===== src/rtl/aes_pkg.sv =====
// ============================================================================
//  aes_pkg
//  Shared AES constants, GF(2^8) helpers and byte-index helpers.
//  Revision: 1.0
// ============================================================================
`default_nettype none

package aes_pkg;

    localparam int         AES_BLOCK = 128;
    localparam logic [7:0] GF_REDUCE = 8'h1B;

    function automatic logic [7:0] xtime(input logic [7:0] b);
        return {b[6:0], 1'b0} ^ (b[7] ? GF_REDUCE : 8'h00);
    endfunction

    function automatic logic [7:0] gf_mul2(input logic [7:0] b);
        return xtime(b);
    endfunction

    function automatic logic [7:0] gf_mul3(input logic [7:0] b);
        return xtime(b) ^ b;
    endfunction

    // State is column-major: byte k lives at row k%4, column k/4.
    function automatic int unsigned byte_idx(input int unsigned row, input int unsigned col);
        return 4 * col + row;
    endfunction

    function automatic int unsigned byte_msb(input int unsigned k);
        return 127 - 8 * k;
    endfunction

endpackage

`default_nettype wire


===== src/rtl/mix_column.sv =====
// ============================================================================
//  mix_column
//  Combinational MixColumns transform of a single 32-bit state column.
//  Revision: 1.0
// ============================================================================
`default_nettype none

module mix_column
    import aes_pkg::*;
(
    input  logic [31:0] col_in,
    output logic [31:0] col_out
);

    logic [7:0] a0, a1, a2, a3;

    assign a0 = col_in[31:24];
    assign a1 = col_in[23:16];
    assign a2 = col_in[15:8];
    assign a3 = col_in[7:0];

    assign col_out = {
        gf_mul2(a0) ^ gf_mul3(a1) ^ a2          ^ a3,
        a0          ^ gf_mul2(a1) ^ gf_mul3(a2) ^ a3,
        a0          ^ a1          ^ gf_mul2(a2) ^ gf_mul3(a3),
        gf_mul3(a0) ^ a1          ^ a2          ^ gf_mul2(a3)
    };

endmodule

`default_nettype wire


===== src/rtl/round_tail.sv =====
// ============================================================================
//  round_tail
//  Registered ShiftRows -> MixColumns -> AddRoundKey stage with sideband
//  re-alignment to the upstream sub_bytes latency.
//  Revision: 1.0
// ============================================================================
`default_nettype none

module round_tail
    import aes_pkg::*;
#(
    parameter int BLOCK_LENGTH = 128,
    parameter int SB_LATENCY   = 1
) (
    input  logic                    clk,
    input  logic                    rst,
    input  logic [BLOCK_LENGTH-1:0] sb_in,
    input  logic                    in_valid,
    input  logic                    in_last,
    input  logic [BLOCK_LENGTH-1:0] in_round_key,
    output logic [BLOCK_LENGTH-1:0] out_state,
    output logic                    out_valid,
    output logic                    out_last
);

    localparam int DEPTH = (SB_LATENCY > 0) ? SB_LATENCY : 1;

    logic                    al_valid;
    logic                    al_last;
    logic [BLOCK_LENGTH-1:0] al_key;

    logic                    dl_valid [0:DEPTH-1];
    logic                    dl_last  [0:DEPTH-1];
    logic [BLOCK_LENGTH-1:0] dl_key   [0:DEPTH-1];

    generate
        if (SB_LATENCY == 0) begin : g_no_delay
            assign al_valid = in_valid;
            assign al_last  = in_last;
            assign al_key   = in_round_key;
        end else begin : g_delay
            for (genvar i = 0; i < SB_LATENCY; i++) begin : g_stage
                if (i == 0) begin : g_first
                    always_ff @(posedge clk or negedge rst) begin
                        if (!rst) begin
                            dl_valid[i] <= 1'b0;
                            dl_last[i]  <= 1'b0;
                            dl_key[i]   <= '0;
                        end else begin
                            dl_valid[i] <= in_valid;
                            dl_last[i]  <= in_last;
                            dl_key[i]   <= in_round_key;
                        end
                    end
                end else begin : g_next
                    always_ff @(posedge clk or negedge rst) begin
                        if (!rst) begin
                            dl_valid[i] <= 1'b0;
                            dl_last[i]  <= 1'b0;
                            dl_key[i]   <= '0;
                        end else begin
                            dl_valid[i] <= dl_valid[i-1];
                            dl_last[i]  <= dl_last[i-1];
                            dl_key[i]   <= dl_key[i-1];
                        end
                    end
                end
            end
            assign al_valid = dl_valid[SB_LATENCY-1];
            assign al_last  = dl_last[SB_LATENCY-1];
            assign al_key   = dl_key[SB_LATENCY-1];
        end
    endgenerate

    logic [BLOCK_LENGTH-1:0] sr;
    logic [BLOCK_LENGTH-1:0] mc;
    logic [BLOCK_LENGTH-1:0] ark;

    always_comb begin
        sr = '0;
        for (int unsigned r = 0; r < 4; r++) begin
            for (int unsigned c = 0; c < 4; c++) begin
                sr[byte_msb(byte_idx(r, c)) -: 8] = sb_in[byte_msb(byte_idx(r, (c + r) % 4)) -: 8];
            end
        end
    end

    generate
        for (genvar c = 0; c < 4; c++) begin : g_col
            mix_column u_mix_column (
                .col_in  (sr[BLOCK_LENGTH-1-32*c -: 32]),
                .col_out (mc[BLOCK_LENGTH-1-32*c -: 32])
            );
        end
    endgenerate

    // The final round skips MixColumns.
    assign ark = (al_last ? sr : mc) ^ al_key;

    always_ff @(posedge clk or negedge rst) begin
        if (!rst) begin
            out_state <= '0;
            out_valid <= 1'b0;
            out_last  <= 1'b0;
        end else begin
            out_valid <= al_valid;
            if (al_valid) begin
                out_state <= ark;
                out_last  <= al_last;
            end
        end
    end

endmodule

`default_nettype wire


===== config.mk =====
export PLATFORM = sky130hd
export DESIGN_NAME = round_tail
export DESIGN_NICKNAME = d
export VERILOG_FILES = /design/src/rtl/aes_pkg.sv /design/src/rtl/mix_column.sv /design/src/rtl/round_tail.sv
export SDC_FILE = /design/constraint.sdc
export NUM_CORES = 1
export LEC_CHECK = 0
export CAP_MARGIN = 20
export CORE_AREA = 2 2 214 216
export CTS_CLUSTER_SIZE = 8
export DETAILED_ROUTE_END_ITERATION = 10
export DIE_AREA = 0 0 216 218
export PLACE_DENSITY = 0.7
export SYNTH_ARGS = -nofsm -noshare
export SYNTH_HDL_FRONTEND = slang
export SYNTH_SLANG_ARGS = --single-unit
export TNS_END_PERCENT = 30

===== constraint.sdc =====
create_clock -name clk -period 1.76 [get_ports clk]
set_input_delay 0.264 -clock clk [delete_from_list [all_inputs] [get_ports clk]]
set_output_delay 0.264 -clock clk [all_outputs]
set_load 0.02 [all_outputs]

==> results of run 1 <==
==> metrics by stage <==
stage / TNS (ns) / utilization / instances / setup WS (ns)
4_1_cts: 0 / 0.509 / 2693 / 0.0488
3_3_place_gp: -17.08 / 0.490 / 2647 / -0.529
2_1_floorplan: 0 / - / 1485 / 0.0399
5_1_grt: 0 / 0.509 / 2695 / 0.0184
6_report: 0 / 0.509 / 2695 / 0.0781
3_5_place_dp: -19.30 / 0.490 / 2647 / -0.514
==> final timing paths <==
kind                       slack [ns]  cells past startpoint                 startpoint                        end
min                              0.16                      1                    in_last          al_last$_DFF_PN0_
max                              0.08                      6                  sb_in[71]  out_state[44]$_DFFE_PN0P_
min in group asynchronous        0.32                      2                        rst       al_key[80]$_DFF_PN0_
min reg2reg                      0.49                      2  out_state[17]$_DFFE_PN0P_  out_state[17]$_DFFE_PN0P_
max reg2reg                      0.26                      5       al_key[65]$_DFF_PN0_  out_state[65]$_DFFE_PN0P_
max in group asynchronous        0.82                      3                        rst         al_valid$_DFF_PN0_
==> timing repair <==
| action | 4_1_cts | 5_1_grt |
|---|---|---|
| gates resized for setup | 130 | 1 |
| setup endpoints to repair | 130 | 1 |
| pin swaps | 0 | 0 |
| endpoints found under the hold margin | 39 | 0 |
| hold buffers | 1 | 0 |
| buffers inserted | 0 | 0 |
==> worst max-delay path, stage by stage <==
cell and delay, ns:
clkdlybuf4s50_1 0.51, xnor3_2 0.46, xnor3_1 0.35, xor2_1 0.15
mux2i_1 0.10, mux2_4 0.26
==> cell usage in the layout (no fill, tap or decap), types with 2 or more instances in the layout <==
cell             Yosys  final
clkbuf_1            70      5
dfrtp_4              0      2
xor2_1             143    143
nand2b_1            23     23
clkbuf_16            0     39
buf_4                0    257
clkdlybuf4s50_1      0    257
xnor2_2              2      2
xnor2_1            540    540
diode_2              0      2
nand2_1            106    106
o211ai_1            71     71
o21ai_0            106    106
dfrtp_1            260    258
dlygate4sd2_1        0    130
o221ai_1            22     22
inv_1               72     72
buf_12               0     15
mux2_2              34     34
xnor3_1              3      3
==> metal layers <==
| metal | up-vias | global-route usage | wire, um |
|---|---|---|---|
| li1 | 5905 | - | - |
| met1 | 5850 | 0.245 | 19800 |
| met2 | 336 | 0.337 | 22600 |
| met3 | 75 | 0.0485 | 2790 |
| met4 | 6 | 0.0648 | 1090 |
| met5 | - | 0 | 40 |
==> cells by family (layout without fill, tap and decap cells) <==
group           after synthesis  after routing  synth area share
other cells                   0              2                 0
compound gates              199            199            0.0810
mux                          36             36            0.0263
xor+xnor                    690            690             0.395
simple gates                129            129            0.0349
flops                       260            260             0.419
buf+inv                     171            779            0.0437
==> flip-flops by register name, summed over array words and instances, names as in the netlist <==
name       flops
out_last       1
al_valid       1
out_state    128
out_valid      1
al_last        1
al_key       128
==> power by group <==
| part | internal, mW | switching (mW) | total [mW] |
|---|---|---|---|
| clock network | 3.92 | 2.65 | 6.57 |
| logic | 3.75 | 3.55 | 7.30 |
| registers | 6.76 | 0.501 | 7.26 |
==> layout make-up <==
class | instances | area [um^2] | share of cell area
Clock buffer | 44 | 995 | 0.0435
Clock inverter | 1 | 8.76 | 0.000383
Multi-Input combinational cell | 1054 | 8330 | 0.364
Timing Repair Buffer | 662 | 5980 | 0.262
Sequential cell | 260 | 6510 | 0.285
Tap cell | 600 | 751 | 0.0329
Antenna cell | 2 | 5.00 | 0.000219
Inverter | 72 | 270 | 0.0118
==> results.txt, run 1 <==
syn_nets = 1745
vias = 12172
sequential area share after synthesis = 0.419
Clk Latency, worst-skew pair = 0.54 ns
placer congestion estimate = 0.869
Sink Count = 260
vias in the first global route = 13070
FFs w/ async S/R, synth = 1.00
Initial Utilization = 0.346
cell with the most instances after synthesis = xnor2_1
Min Hold Slack = 0.156 ns
dpl hpwl = 36400 um
global-route usage over all layers = 0.197
setup violators final = 0
flop and latch count out of synthesis = 260
share of layout cells above drive strength 1 = 0.169
gr ovfl total = 0
clk slew on worst S/H paths = 0.06 ns
clk root buf = clkbuf_16
Vias/cell = 4.52
Max Cap Viol = 0
CP max FO = 2
Setup crit end kind = flop
number of flops mapped to enable cells by yosys = 0
largest net degree at the start of global routing = 85
Yosys top cell by area = dfrtp_1
total power = 21.1 mW
row cnt = 78
CP Data Arrival Time = 2.10 ns
Avg Inst Size Synth = 10.4 um^2
# DRC = 0
Die Ht = 218 um
# fillers = 4106
Antenna Nets Post-Route = 0
RSZ-0062 raised after global routing = false
# IOs = 390
IR drop worst, VDD = 0.741 mV
global-route wire length before repair = 72600 um
Final period util = 0.956
die width = 216 um
CTS tree = yes
Post-synth top flop = dfrtp_1
Synth Cell Area = 15500 um^2
H-tree levels = 2
fin. max-slew vios = 0
Synth Instances = 1485
status = complete, no violations
I/O Buffers = 389
Req. time, crit path = 2.18 ns
routed len/inst = 17.2 um
minimum clock period = 1.68 ns
Placement Cell Area = 22000 um^2
Hold Fails Final Rpt = 0
Slew HR = 0.585
placeable core area = 44900 um^2
Leak = 9.55 nW
die area = 47100 um^2
clk buf depth = 3
total routed wirelength = 46300 um
Worst Tran Pin Value = 0.622 ns
CP Class = in -> reg
hold crit path type = in -> reg
P per Cell Area = 925 nW/um^2
YS warnings = 0
DR pass1 iterations = 5
Finished Cell Area = 22800 um^2
# nets final = 2348
top post-synthesis cells by area = dfrtp_1 42%, xnor2_1 30%, xor2_1 8.1%
initial antenna violation count = 5
CTS Buf Count = 38
clock skew = 0.0174 ns
Unique masters post-synth = 21
CP Launch Type = input port
Area Growth Syn to Fin = 47.3%
max frequency = 595 MHz
drt initial violations = 571
Synth top area share = 0.419
top cells by count, synth = 540 x xnor2_1, 260 x dfrtp_1, 143 x xor2_1
(Power assumes the default switching activity.)
==> run 2: changes to the inputs <==
HOLD_SLACK_MARGIN = 0.02   (was default)
PLACE_DENSITY = 0.63   (was 0.7)
==> run 2 against run 1 <==
Sequential share of layout area is 0.10 points lower. Critical path depth decreased by 5. Total power grew 1.3%. Worst setup slack better by 0.040 ns. Clock skew increased by 0.0018 ns. Wire length grew 1.8%. Final area grew 0.35%. Die area did not move. Worst hold slack lost 0.0033 ns. Utilization grew 0.18 points. Non-clock buffer count increased by 4. Via count grew 0.26%. Critical endpoint is now out_state[41]. Largest power group unchanged. Highest routed layer unchanged.
==> results.txt, run 2 (synthesis results as in run 1) <==
Worst Tran Pin Value = 0.568 ns
DR pass1 iterations = 6
# nets final = 2353
setup ws final = 0.118 ns
net load switching power = 6.81 mW
vias = 12204
Clk Latency, worst-skew pair = 0.55 ns
Setup Slack @ Placement = -0.532 ns
routed len/inst = 17.4 um
Min Hold Slack = 0.153 ns
cell family with most CP delay = buffers and inverters
CP Launch Type = flop
switching share of power = 0.318
I/O Buffers = 389
highest metal used = met5
Comb power frac = 0.342
share of layout cells above drive strength 1 = 0.173
Max Cap Viol = 0
gr ovfl total = 0
minimum clock period = 1.64 ns
worst path bufs/invs = 1
Final period util = 0.933
fin. max-slew vios = 0
clock skew = 0.0192 ns
placer congestion estimate = 0.843
row cnt = 78
P per Cell Area = 934 nW/um^2
DR WL met2 = 22600 um
Critical Path Slowest Stage Cell = dlygate4sd2_1
die width = 216 um
most frequent cells in the layout = 540 x xnor2_1, 262 x buf_4, 258 x dfrtp_1, 257 x clkdlybuf4s50_1, 143 x xor2_1
Internal = 14.6 mW
# IOs = 390
hold crit path type = in -> reg
Area Growth Syn to Fin = 47.8%
Flop pwr share = 0.340
Vias/cell = 4.51
slowest stage delay, CP = 0.47 ns
clock power share = 0.318
dpl hpwl = 36800 um
clk slew on worst S/H paths = 0.05 ns
Final Util = 0.511
RSZ-0062 raised after global routing = false
total routed wirelength = 47100 um
Initial Utilization = 0.346
# DRC = 0
setup bufs post-CTS = 0
commonest non-fill, non-tap cell in the layout = xnor2_1
max frequency = 609 MHz
setup violators final = 0
Setup crit end kind = primary output
clk buf depth = 3
Antenna Nets Post-Route = 0
die area = 47100 um^2
Die Ht = 218 um
CTS tree = yes
status = complete, no violations
clk root buf = clkbuf_16
Leak = 9.59 nW
CP Class = reg -> out
vias in the first global route = 13059
Hold Fails Final Rpt = 0
drt initial violations = 484
Req. time, crit path = 1.50 ns
total power = 21.4 mW
initial antenna violation count = 4
wl on met1 = 20300 um
largest net degree at the start of global routing = 60
global-route wire length before repair = 73500 um
placeable core area = 44900 um^2
CP Cell Sequence = dlygate4sd2_1
CP Data Arrival Time = 1.38 ns
Sink Count = 260
global-route usage over all layers = 0.201
Slew HR = 0.618
CTS Buf Count = 39
IR drop worst, VDD = 0.620 mV
CP max FO = 2
met3 wire len = 2850 um
H-tree levels = 2
run 2: cell types whose count changed in the layout (fill, tap and decap cells not counted):
cell and change:
buf_4 +5, buf_12 -1, clkbuf_8 +3, diode_2 +1, inv_6 +2, clkbuf_1 -1, clkinv_2 +1
run 2: per-layer routing:
| layer | global-route usage | vias up |
|---|---|---|
| li1 | - | 5918 |
| met1 | 0.252 | 5890 |
| met2 | 0.340 | 315 |
| met3 | 0.0470 | 79 |
| met4 | 0.0655 | 2 |
| met5 | 0 | - |
run 2: worst paths after layout:
path	from	to	slack (ns)	depth (start not counted)
worst max-delay path	out_state[41]$_DFFE_PN0P_	out_state[41]	0.12	1
worst min-delay path	in_round_key[47]	al_key[47]$_DFF_PN0_	0.15	1
worst max register to register	al_last$_DFF_PN0_	out_state[90]$_DFFE_PN0P_	0.28	4
worst min register to register	out_state[19]$_DFFE_PN0P_	out_state[19]$_DFFE_PN0P_	0.49	2
max in group asynchronous	rst	out_state[45]$_DFFE_PN0P_	0.93	3
min in group asynchronous	rst	out_state[94]$_DFFE_PN0P_	0.20	2
run 2: timing repair:
action,4_1_cts,5_1_grt
endpoints found under the setup margin,130,1
hold buffers,1,0
endpoints found under the hold margin,260,0
gates resized for setup,130,1
run 2: through the flow:
stage / area (um^2) / setup TNS, ns / cells
floorplan: 15500 / 0 / 1485
global placement: 22000 / -18.00 / 2651
detailed placement: 22000 / -20.60 / 2651
CTS: 22900 / 0 / 2702
global route: 22900 / 0 / 2704
finish: 22900 / 0 / 2705
run 2: power by group through the flow:
| stage | clock [mW] | combinational [mW] | sequential, mW |
|---|---|---|---|
| floorplan | 0 | 3.52 | 8.05 |
| global placement | 0 | 7.72 | 7.38 |
| detailed placement | 0 | 7.82 | 7.39 |
| CTS | 7.06 | 7.43 | 7.28 |
| global route | 7.28 | 7.94 | 7.37 |
| finish | 6.82 | 7.33 | 7.27 |
run 2: final cells by class:
| type | instances | area (um^2) |
|---|---|---|
| clock inverters | 4 | 31.3 |
| flip-flops and latches | 260 | 6510 |
| well taps | 600 | 751 |
| inverters | 72 | 270 |
| repair buffers | 666 | 6000 |
| clock buffers | 46 | 1030 |
| diodes | 3 | 7.51 |
| multi-input cells | 1054 | 8330 |
| fillers | 4140 | 22000 |
run 2: worst register-to-register path: cells and delay by family, from the launching register on:
family,cells,cell delay (ns)
DFF,1,0.50
buffers and inverters,2,0.38
AOI/OAI and AO/OA,2,0.46
